`src/rtl/ctrlport_cmd_master.sv`:
```
// Command-stream to CtrlPort master: issues one read/write request at a time
// and returns the responder's status/data (or a timeout) on a response stream.
module ctrlport_cmd_master #(
    parameter int unsigned TIMEOUT = 1023
) (
    input  logic        ctrlport_clk,
    input  logic        ctrlport_rst_n,
    input  logic [52:0] s_cmd_tdata,
    input  logic        s_cmd_tvalid,
    output logic        s_cmd_tready,
    output logic        m_ctrlport_req_wr,
    output logic        m_ctrlport_req_rd,
    output logic [19:0] m_ctrlport_req_addr,
    output logic [31:0] m_ctrlport_req_data,
    input  logic        m_ctrlport_resp_ack,
    input  logic [1:0]  m_ctrlport_resp_status,
    input  logic [31:0] m_ctrlport_resp_data,
    output logic [34:0] m_rsp_tdata,
    output logic        m_rsp_tvalid,
    input  logic        m_rsp_tready,
    output logic        busy
);

    typedef enum logic [1:0] {
        IDLE,
        WAIT,
        RSP
    } state_t;

    localparam logic [15:0] LIMIT = 16'(TIMEOUT);

    state_t      state;
    logic        is_wr;
    logic [15:0] count;
    logic        strobe;

    assign strobe       = m_ctrlport_req_wr | m_ctrlport_req_rd;
    assign s_cmd_tready = (state == IDLE);
    assign busy         = (state != IDLE);

    always_ff @(posedge ctrlport_clk or negedge ctrlport_rst_n) begin
        if (!ctrlport_rst_n) begin
            state               <= IDLE;
            is_wr               <= 1'b0;
            count               <= 16'h0;
            m_ctrlport_req_wr   <= 1'b0;
            m_ctrlport_req_rd   <= 1'b0;
            m_ctrlport_req_addr <= 20'h0;
            m_ctrlport_req_data <= 32'h0;
            m_rsp_tdata         <= 35'h0;
            m_rsp_tvalid        <= 1'b0;
        end else begin
            m_ctrlport_req_wr <= 1'b0;
            m_ctrlport_req_rd <= 1'b0;
            unique case (state)
                IDLE: begin
                    if (s_cmd_tvalid) begin
                        is_wr               <= s_cmd_tdata[52];
                        m_ctrlport_req_wr   <= s_cmd_tdata[52];
                        m_ctrlport_req_rd   <= !s_cmd_tdata[52];
                        m_ctrlport_req_addr <= s_cmd_tdata[51:32];
                        m_ctrlport_req_data <= s_cmd_tdata[31:0];
                        count               <= 16'h0;
                        state               <= WAIT;
                    end
                end
                WAIT: begin
                    // The strobe cycle itself never sees an ack or counts.
                    if (!strobe) begin
                        if (m_ctrlport_resp_ack) begin
                            m_rsp_tdata  <= {1'b0, m_ctrlport_resp_status,
                                             is_wr ? 32'h0 : m_ctrlport_resp_data};
                            m_rsp_tvalid <= 1'b1;
                            state        <= RSP;
                        end else if (count == LIMIT) begin
                            m_rsp_tdata  <= {1'b1, 2'b01, 32'h0};
                            m_rsp_tvalid <= 1'b1;
                            state        <= RSP;
                        end else begin
                            count <= count + 16'h1;
                        end
                    end
                end
                RSP: begin
                    if (m_rsp_tready) begin
                        m_rsp_tvalid <= 1'b0;
                        state        <= IDLE;
                    end
                end
                default: state <= IDLE;
            endcase
        end
    end

endmodule

```
`config.mk`:
```
export PLATFORM = sky130hd
export DESIGN_NAME = ctrlport_cmd_master
export DESIGN_NICKNAME = d
export VERILOG_FILES = /design/src/rtl/ctrlport_cmd_master.sv
export SDC_FILE = /design/constraint.sdc
export NUM_CORES = 1
export LEC_CHECK = 0
export BUFFER_PORTS_ARGS = -buffer_cell sky130_fd_sc_hd__buf_2
export CORE_AREA = 2 2 99 101
export CTS_CLUSTER_DIAMETER = 30
export DETAILED_ROUTE_END_ITERATION = 12
export DIE_AREA = 0 0 101 103
export GPL_TIMING_DRIVEN = 0
export PLACE_DENSITY = 0.77
export SKIP_CTS_REPAIR_TIMING = 1
export SYNTH_ARGS = -nofsm -noshare
export SYNTH_HDL_FRONTEND = slang
export SYNTH_SLANG_ARGS = --single-unit
```
`constraint.sdc`:
```
create_clock -name ctrlport_clk -period 2.7 [get_ports ctrlport_clk]
set_input_delay 0.135 -clock ctrlport_clk [delete_from_list [all_inputs] [get_ports ctrlport_clk]]
set_output_delay 0.135 -clock ctrlport_clk [all_outputs]
set_load 0.01 [all_outputs]
```
==> results of run 1 <==
-- worst min-delay path by stage --
| stage | endpoint | slack [ps] |
|---|---|---|
| 5_1_grt | m_rsp_tdata[22]$_DFFE_PN0P_ | -5 |
| 6_report | m_rsp_tdata[22]$_DFFE_PN0P_ | -20 |
| 3_3_place_gp | m_ctrlport_req_data[6]$_DFFE_PN0P_ | 320 |
| 3_5_place_dp | m_rsp_tdata[28]$_DFFE_PN0P_ | 130 |
| 4_1_cts | m_ctrlport_req_data[11]$_DFFE_PN0P_ | -280 |
| 2_1_floorplan | count[0]$_DFFE_PN0P_ | -160 |
-- power by group through the flow --
stage	clock network (mW)	registers (mW)	logic (mW)
after floorplan	0	2.89	1.12
final	0.979	2.62	2.59
after global placement	0	2.59	2.40
after global routing	1.06	2.70	2.87
after detailed placement	0	2.62	2.47
after CTS	1.01	2.60	2.48
-- cells in the final DEF (no fill, tap or decap), types with 2 or more instances in the layout --
cell type	instances
buf_6	5
buf_2	185
a31oi_1	12
a21o_1	4
a41oi_1	2
nand3_1	7
inv_8	3
clkbuf_1	12
o21ai_0	7
clkbuf_8	10
dfrtp_1	109
clkinv_4	2
nor4_1	4
o21a_1	3
and2_1	2
a21oi_1	12
or4_1	2
nand4_1	4
nor2_1	11
inv_1	4
nand2_1	171
nand2b_1	4
dlygate4sd3_1	81
buf_1	5
or2_1	2
a22o_1	33
nor3_1	6
and3_1	4
-- Yosys cell counts (2+ instances only) --
cell | count | area [µm²]
clkbuf_1 | 12 | 45.0
and2_1 | 2 | 12.5
nor3_1 | 6 | 30.0
nor4_1 | 4 | 25.0
o21ai_0 | 7 | 35.0
o21a_1 | 3 | 22.5
or2_1 | 2 | 12.5
nand4_1 | 4 | 25.0
a22o_1 | 33 | 289
inv_1 | 4 | 15.0
nand2b_1 | 4 | 25.0
nand3_1 | 7 | 35.0
buf_6 | 5 | 56.3
or4_1 | 2 | 15.0
nor2_1 | 11 | 41.3
and3_1 | 4 | 25.0
buf_1 | 5 | 18.8
dfrtp_1 | 109 | 2730
a31oi_1 | 12 | 75.1
a21oi_1 | 12 | 60.1
nand2_1 | 171 | 642
a41oi_1 | 2 | 17.5
buf_2 | 4 | 20.0
a21o_1 | 4 | 30.0
-- layout make-up --
| cell class | instances | area (µm²) |
|---|---|---|
| inverters | 4 | 15.0 |
| fillers | 687 | 2950 |
| clock inverters | 6 | 60.1 |
| multi-input cells | 303 | 1540 |
| flip-flops and latches | 109 | 2730 |
| well taps | 114 | 143 |
| plain buffers | 26 | 140 |
| clock buffers | 10 | 138 |
| repair buffers | 264 | 1750 |
-- state kept, by name (all words and copies together), names as in the netlist --
signal / flops
m_rsp_tdata: 35
m_ctrlport_req_data: 32
m_ctrlport_req_addr: 20
count: 16
state: 2
is_wr: 1
m_ctrlport_req_rd: 1
m_ctrlport_req_wr: 1
m_rsp_tvalid: 1
-- logic make-up after synthesis --
| group | synth area share [%] |
|---|---|
| buffers and inverters | 3.51 |
| DFF | 61.7 |
| and+or+nand+nor | 20.9 |
| muxes | 0.227 |
| AOI/OAI and AO/OA | 13.3 |
| adders and majority gates | 0.283 |
-- layer usage --
| layer | track usage [%] | wire length, µm |
|---|---|---|
| met2 | 33.8 | 6350 |
| met4 | 7.17 | 237 |
| met3 | 4.88 | 902 |
| met5 | 0 | 0 |
| met1 | 27.5 | 5350 |
-- worst reg2reg max path, cell delays in order (launching register included) --
cell and delay [ps]:
dfrtp_1 420, nor2_1 390, and2_1 190, clkbuf_1 430
buf_1 440, nand2_1 130, nand2_1 90
-- metrics by stage --
| step | setup slack (ps) | instances | hold WS, ps |
|---|---|---|---|
| 3_3_place_gp | 330 | 738 | 324 |
| 4_1_cts | 594 | 755 | -285 |
| 3_5_place_dp | 629 | 739 | 132 |
| 6_report | 550 | 836 | -19.8 |
| 5_1_grt | 391 | 836 | -4.69 |
| 2_1_floorplan | 823 | 442 | -161 |
==> impl_metrics.tcl, run 1 <==
set metrics [dict create \
    r2r_start "state[1]$_DFFE_PN0P_" \
    synth_flop_cell "dfrtp_1" \
    cp.buffers_inverters 2 \
    timing.reg2reg.worst_path_depth 6 \
    hold_path.startpoint "m_ctrlport_resp_data[22]" \
    worstSetupEndpoint "m_ctrlport_req_data[3]$_DFFE_PN0P_" \
    share_comb_of_total_power_pct 41.9 \
    placement.io_buffers 182 \
    tritoncts_clock_tree "yes" \
    post_route_cells_drive_above_1_share_pct 29.5 \
    grt_remaining_overflow 0 \
    worst_setup_path_start "state[1]$_DFFE_PN0P_" \
    regToRegSetupSlack_ps 550 \
    crit_path_max_incr_delay_ps 440 \
    synth-edff-count 0 \
    routed_wirelength_um 12800 \
    clockPowerShare_pct 15.8 \
    layout-area-overhead-vs-synth_pct 47.4 \
    path_common_cell "nand2_1" \
    yosys_warnings 0 \
    setup-violations-final 0 \
    numClockSinks 109 \
    cellLeakagePower_nw 3.53 \
    groute.usage.overall_pct 20.7 \
    num_antenna_cells 0 \
    drt_first_pass_iters 5 \
    max-vdd-ir-drop_mv 0.520 \
    synth_nets 535 \
    detail_route.iter0.violations 306 \
    post_synthesis_register_bit_count 109 \
    grt_setup_unrepaired "no" \
    die_w_um 101 \
    cp_cell_sequence "nor2_1, and2_1, clkbuf_1, buf_1, nand2_1, nand2_1" \
    synth_cell_types 37 \
    holdWs_ps -19.8 \
    core_region_area_um2 9460 \
    timing.final.crit_period_ps 2150 \
    grt_first_pass_wirelength_um 17100 \
    violations "negative hold slack" \
    status "complete, but fails checks" \
    die_area_um2 10400 \
    proportion_of_power_drawn_by_flip_flops_and_latches_pct 42.3 \
    power_report.internal_total_mw 3.72 \
    fin_skew_ps 20.1 \
    reg2reg_to "m_ctrlport_req_data[3]$_DFFE_PN0P_" \
    timing.critical_path.to_type "flop" \
    timing.max_slew.rel_slack_pct 62.4 \
    power.density_cell_area_nw_per_um2 951 \
    max-clock-path-buffers 2 \
    critical_path.startpoint_type "flop" \
    vias_per_cell 5.14 \
    ctsHtreeMaxLevel 3 \
    synth.cell_area_um2 4420 \
    synth_seq_area_share_pct 61.7 \
    synthCells 442 \
    design_area_um2 6510 \
    hold_viol_final 3 \
    dieHeight_um 103 \
    worstPathArrival_ps 2460 \
    floorplan.io_pins 184 \
    routedWlPerCell_um 15.4 \
    post_dp_cell_area_um2 5500 \
    cts_root_buf "clkbuf_8" \
    final_max_slew_viol_count 0 \
    routabilityCongestion 0.909 \
    cts_buffers 9 \
    async_reset_ff_share_pct 100 \
    grt_antenna_before_repair 0 \
    holdCritPathClass "input port to flop" \
    row_count 36 \
    via_count_of_the_first_global_routing_pass 3567 \
    clk_pin_slew_worst_paths_ps 120 \
    net_total_in_the_final_layout 810 \
    net-switching-power_mw 2.47 \
    clock.fmax_mhz 465 \
    detailed_place_hpwl_um 8150 \
    vias 4300 \
    grt_start_max_net_pins 73 \
    critPathKind "flop to flop" \
    critical_path_peak_fanout 10 \
    power_mw 6.19 \
    worstSkewPairLatency_ps 380 \
    slowest_stage "buf_1" \
    worstPathRequired_ps 3010 \
    synth_area_per_cell_um2 10.0 \
    cp_top_family "buffers and inverters" \
    max_slew.worst_pin.slew_ps 562 \
    setup-tns-final_ps 0 \
    initial_utilization_pct 46.7 \
    critical_path_depth 6 \
    remaining_drc_errors 0 \
    min_delay_path_depth 2 \
    drtAntennaViolNets 0 \
    power_switching_share_pct 39.9 \
    finalCoreUtilization_pct 68.8 \
    cap_violations 0 \
    fin_crit_sh_pct 79.6 \
]
(Power assumes the default switching activity.)
==> run 2: changes to the inputs <==
clock period = 2.3 ns   (was 2.7 ns; I/O delays follow)
==> impl_metrics.tcl, run 2 (synthesized netlist as in run 1, its figures left out) <==
set metrics [dict create \
    status "complete, no violations" \
    grt_first_pass_wirelength_um 17100 \
    dieHeight_um 103 \
    proportion_of_power_drawn_by_flip_flops_and_latches_pct 42.3 \
    layout-area-overhead-vs-synth_pct 48.9 \
    cap_violations 0 \
    worstPathRequired_ps 2610 \
    vias 4371 \
    detail_route.iter0.violations 269 \
    cts_root_buf "clkbuf_8" \
    worstSkewPairLatency_ps 380 \
    fin_crit_sh_pct 94.1 \
    timing.final.crit_period_ps 2160 \
    worstPathArrival_ps 2470 \
    die_w_um 101 \
    tritoncts_clock_tree "yes" \
    hold_path.startpoint "m_ctrlport_resp_data[27]" \
    final_max_slew_viol_count 0 \
    max_slew.worst_pin.slew_ps 564 \
    net-switching-power_mw 2.92 \
    finalCoreUtilization_pct 69.6 \
    clock.fmax_mhz 462 \
    cp_top_family "buffers and inverters" \
    routabilityCongestion 0.909 \
    die_area_um2 10400 \
    grt_remaining_overflow 0 \
    share_comb_of_total_power_pct 41.9 \
    path_common_cell "nand2_1" \
    remaining_drc_errors 0 \
    power.density_cell_area_nw_per_um2 1110 \
    crit_path_max_incr_delay_ps 440 \
    placement.io_buffers 182 \
    registers.top_by_ff_count "m_rsp_tdata" \
    cellLeakagePower_nw 3.56 \
    numClockSinks 109 \
    timing.max_slew.rel_slack_pct 62.3 \
    critical_path.startpoint_type "flop" \
    cp_cell_sequence "nor2_1, and2_1, clkbuf_1, buf_1, nand2_1, nand2_1" \
    grt_start_max_net_pins 73 \
    setup-violations-final 0 \
    timing.critical_path.to_type "flop" \
    drt_first_pass_iters 5 \
    drtAntennaViolNets 0 \
    worst_setup_path_start "state[1]$_DFFE_PN0P_" \
    grt_antenna_before_repair 0 \
    detailed_place_hpwl_um 8150 \
    top_regs "m_rsp_tdata: 35 flops, m_ctrlport_req_data: 32 flops, m_ctrlport_req_addr: 20 flops" \
    post_route_cells_drive_above_1_share_pct 29.2 \
    layout.cells.most_common "buf_2" \
    most-common-layout-cells "buf_2, nand2_1, dfrtp_1, dlygate4sd3_1, a22o_1" \
    r2r_start "state[1]$_DFFE_PN0P_" \
    row_count 36 \
    groute.usage.overall_pct 20.7 \
    routedWlPerCell_um 15.6 \
    largest_reg_flops 35 \
    fill_cell_instance_count_of_the_final_layout 680 \
    clockPowerShare_pct 15.8 \
    max-clock-path-buffers 2 \
    routed_wirelength_um 13100 \
    cts_buffers 9 \
    setup_ws_ps 136 \
    cp.buffers_inverters 2 \
    post-place-ws_ps 229 \
    ctsHtreeMaxLevel 3 \
    net_total_in_the_final_layout 817 \
    slowest_stage "buf_1" \
    max-vdd-ir-drop_mv 0.612 \
    power_switching_share_pct 40.0 \
    critPathKind "flop to flop" \
    via_count_of_the_first_global_routing_pass 3567 \
    initial_utilization_pct 46.7 \
    critical_path_peak_fanout 10 \
    num_antenna_cells 0 \
    holdCritPathClass "input port to flop" \
    holdWs_ps 33.4 \
    vias_per_cell 5.19 \
    core_region_area_um2 9460 \
    fin_skew_ps 16.5 \
    clk_pin_slew_worst_paths_ps 120 \
    hold_viol_final 0 \
    power_report.internal_total_mw 4.38 \
    floorplan.io_pins 184 \
]
## run 2: cell count changes in the layout (fill, tap and decap cells not counted)
cell           delta
dlygate4sd3_1     +7
## run 2: power groups by stage
stage | Sequential [mW] | Clock [mW] | Combinational [mW]
after floorplan | 3.40 | 0 | 1.31
after global placement | 3.04 | 0 | 2.81
after detailed placement | 3.08 | 0 | 2.90
after CTS | 3.05 | 1.18 | 2.91
after global routing | 3.17 | 1.25 | 3.39
final | 3.09 | 1.15 | 3.06
## run 2: final cells by class
cell class                      instances  area [µm²]  area share, %
Sequential cell                       109        2730           41.5
Multi-Input combinational cell        303        1540           23.3
Clock buffer                           10         138           2.09
Inverter                                4        15.0          0.228
Timing Repair Buffer                  271        1820           27.7
Tap cell                              114         143           2.17
Buffer                                 26         140           2.13
Clock inverter                          6        60.1          0.913
## run 2: per-stage QoR
stage               power (mW)  TNS (ps)  instances  area, µm²
floorplan                 4.71         0        442       4420
global placement          5.86     -4690        738       5470
detailed placement        5.98         0        739       5500
CTS                       7.14         0        755       5700
global route              7.81     -6.76        843       6580
finish                    7.30         0        843       6580
## run 2: path summary, 6_finish.rpt
| path | endpoint | slack, ps | cells after the start |
|---|---|---|---|
| worst max-delay path | m_ctrlport_req_data[3]$_DFFE_PN0P_ | 140 | 6 |
| worst min-delay path | m_rsp_tdata[27]$_DFFE_PN0P_ | 30 | 2 |
| max in group asynchronous | count[5]$_DFFE_PN0P_ | 1350 | 3 |
| worst min register to register | m_ctrlport_req_addr[18]$_DFFE_PN0P_ | 480 | 2 |
| worst max register to register | m_ctrlport_req_data[3]$_DFFE_PN0P_ | 140 | 6 |
| min in group asynchronous | m_rsp_tdata[4]$_DFFE_PN0P_ | 240 | 2 |
## run 2: worst register-to-register path, stage by stage (launching register included)
cell and delay [ps]:
dfrtp_1 420, nor2_1 400, and2_1 190, clkbuf_1 430, buf_1 440, nand2_1 130, nand2_1 90
## run 2: per-layer routing
| layer | GRT usage, % | part of all wire (%) | up-vias |
|---|---|---|---|
| met3 | 4.88 | 7.1 | 29 |
| met2 | 33.8 | 50 | 198 |
| met1 | 27.5 | 41 | 2088 |
| met5 | 0 | 0 | - |
| met4 | 7.17 | 2.2 | 0 |
| li1 | - | - | 2056 |
==> run 3: changes to the inputs <==
PLACE_DENSITY = 0.79   (was 0.77)
clock period = 2.4 ns   (was 2.3 ns; I/O delays follow)
==> impl_metrics.tcl, run 3 (synthesized netlist as in run 1, its figures left out) <==
set metrics [dict create \
    status "complete, no violations" \
    post-place-ws_ps 343 \
    numClockSinks 109 \
    max_slew.worst_pin.slew_ps 613 \
    critical_path.startpoint_type "flop" \
    floorplan.io_pins 184 \
    tritoncts_clock_tree "yes" \
    grt_antenna_before_repair 0 \
    sequential_cell_area_um2 2730 \
    critical_path_peak_fanout 10 \
    detail_route.iter0.violations 382 \
    cp_cell_sequence "nor2_1, and2_1, clkbuf_1, buf_1, nand2_1, nand2_1" \
    setup_ws_ps 268 \
    cap_violations 0 \
    path_common_cell "nand2_1" \
    layout-area-overhead-vs-synth_pct 47.9 \
    finalCoreUtilization_pct 69.1 \
    die_w_um 101 \
    setup-tns-final_ps 0 \
    final_max_slew_viol_count 0 \
    row_count 36 \
    crit_path_max_incr_delay_ps 420 \
    worstPathArrival_ps 2440 \
    setup-violations-final 0 \
    power.density_cell_area_nw_per_um2 1060 \
    dieHeight_um 103 \
    holdWs_ps 3.95 \
    clock.fmax_mhz 469 \
    via_count_of_the_first_global_routing_pass 3596 \
    multi_input_area_um2 1540 \
    placement.io_buffers 182 \
    max-clock-path-buffers 2 \
    timing.critical_path.to_type "flop" \
    initial_utilization_pct 46.7 \
    most-common-layout-cells "buf_2, nand2_1, dfrtp_1, dlygate4sd3_1, a22o_1" \
    cts_root_buf "clkbuf_8" \
    ctsHtreeMaxLevel 3 \
    worstSkewPairLatency_ps 370 \
    routabilityCongestion 0.880 \
    cts_buffers 9 \
    post_route_cells_drive_above_1_share_pct 29.2 \
    remaining_drc_errors 0 \
    clk_pin_slew_worst_paths_ps 110 \
    critPathKind "flop to flop" \
    net_total_in_the_final_layout 814 \
    grt_remaining_overflow 0 \
    max-vdd-ir-drop_mv 0.595 \
    routedWlPerCell_um 16.3 \
    die_area_um2 10400 \
    fin_crit_sh_pct 88.8 \
    detailed_place_hpwl_um 8110 \
    grt_setup_unrepaired "no" \
    fill_cell_instance_count_of_the_final_layout 664 \
    worstPathRequired_ps 2700 \
    cellLeakagePower_nw 3.53 \
    timing.max_slew.rel_slack_pct 59.1 \
    groute.usage.overall_pct 20.7 \
    timing.final.crit_period_ps 2130 \
    largest_reg_flops 35 \
    grt_first_pass_wirelength_um 17200 \
    core_region_area_um2 9460 \
    slowest_stage "dfrtp_1" \
    drtAntennaViolNets 0 \
    grt_start_max_net_pins 64 \
    fin_skew_ps 18.4 \
    holdCritPathClass "input port to flop" \
    hold_viol_final 0 \
    vias 4430 \
    drt_first_pass_iters 6 \
    vias_per_cell 5.27 \
    layout.cells.most_common "buf_2" \
    routed_wirelength_um 13700 \
    top_regs "m_rsp_tdata: 35 flops, m_ctrlport_req_data: 32 flops, m_ctrlport_req_addr: 20 flops" \
    registers.top_by_ff_count "m_rsp_tdata" \
]
-- run 3: cell type report --
type                            count  area share (%)
Multi-Input combinational cell    303            23.5
Inverter                            4           0.230
Clock buffer                        9            1.90
Clock inverter                      6           0.881
Timing Repair Buffer              268            27.4
Tap cell                          114            2.18
Antenna cell                        1          0.0383
Sequential cell                   109            41.7
Buffer                             26            2.14
-- run 3: routing by layer --
metal / up-vias / share of wire (%) / global-route usage, %
met5: - / 0 / 0
met4: 0 / 1.7 / 6.03
met3: 25 / 7.4 / 5.42
met2: 213 / 51 / 33.7
met1: 2145 / 40 / 27.6
li1: 2047 / - / -
-- run 3: final timing paths --
kind | start | slack [ps] | to | depth (start not counted)
max | state[0]$_DFFE_PN0P_ | 270 | m_ctrlport_req_data[22]$_DFFE_PN0P_ | 6
min | m_ctrlport_resp_status[1] | 4 | m_rsp_tdata[33]$_DFFE_PN0P_ | 2
max reg2reg | state[0]$_DFFE_PN0P_ | 270 | m_ctrlport_req_data[22]$_DFFE_PN0P_ | 6
min reg2reg | m_ctrlport_req_data[25]$_DFFE_PN0P_ | 480 | m_ctrlport_req_data[25]$_DFFE_PN0P_ | 2
max in group asynchronous | ctrlport_rst_n | 1390 | m_ctrlport_req_rd$_DFF_PN0_ | 3
min in group asynchronous | ctrlport_rst_n | 300 | m_rsp_tdata[1]$_DFFE_PN0P_ | 2
-- run 3: worst max-delay path, delay by kind of cell (launching register included) --
kind                   cells  cell delay, ps
and+or+nand+nor            4             810
DFF                        1             420
buffers and inverters      2             830
-- run 3: through the flow --
| step | area [µm²] | std cells | total power [mW] |
|---|---|---|---|
| after floorplan | 4420 | 442 | 4.51 |
| after global placement | 5470 | 738 | 5.60 |
| after detailed placement | 5500 | 739 | 5.71 |
| after CTS | 5680 | 754 | 6.76 |
| after global routing | 6530 | 839 | 7.42 |
| final | 6540 | 840 | 6.94 |
-- run 3: report_power, final --
part           switching, mW  total [mW]  internal [mW]  leakage (nW)
Clock                  0.648        1.04          0.390        0.0851
Combinational           1.73        2.94           1.21          2.05
Sequential             0.419        2.96           2.54          1.39
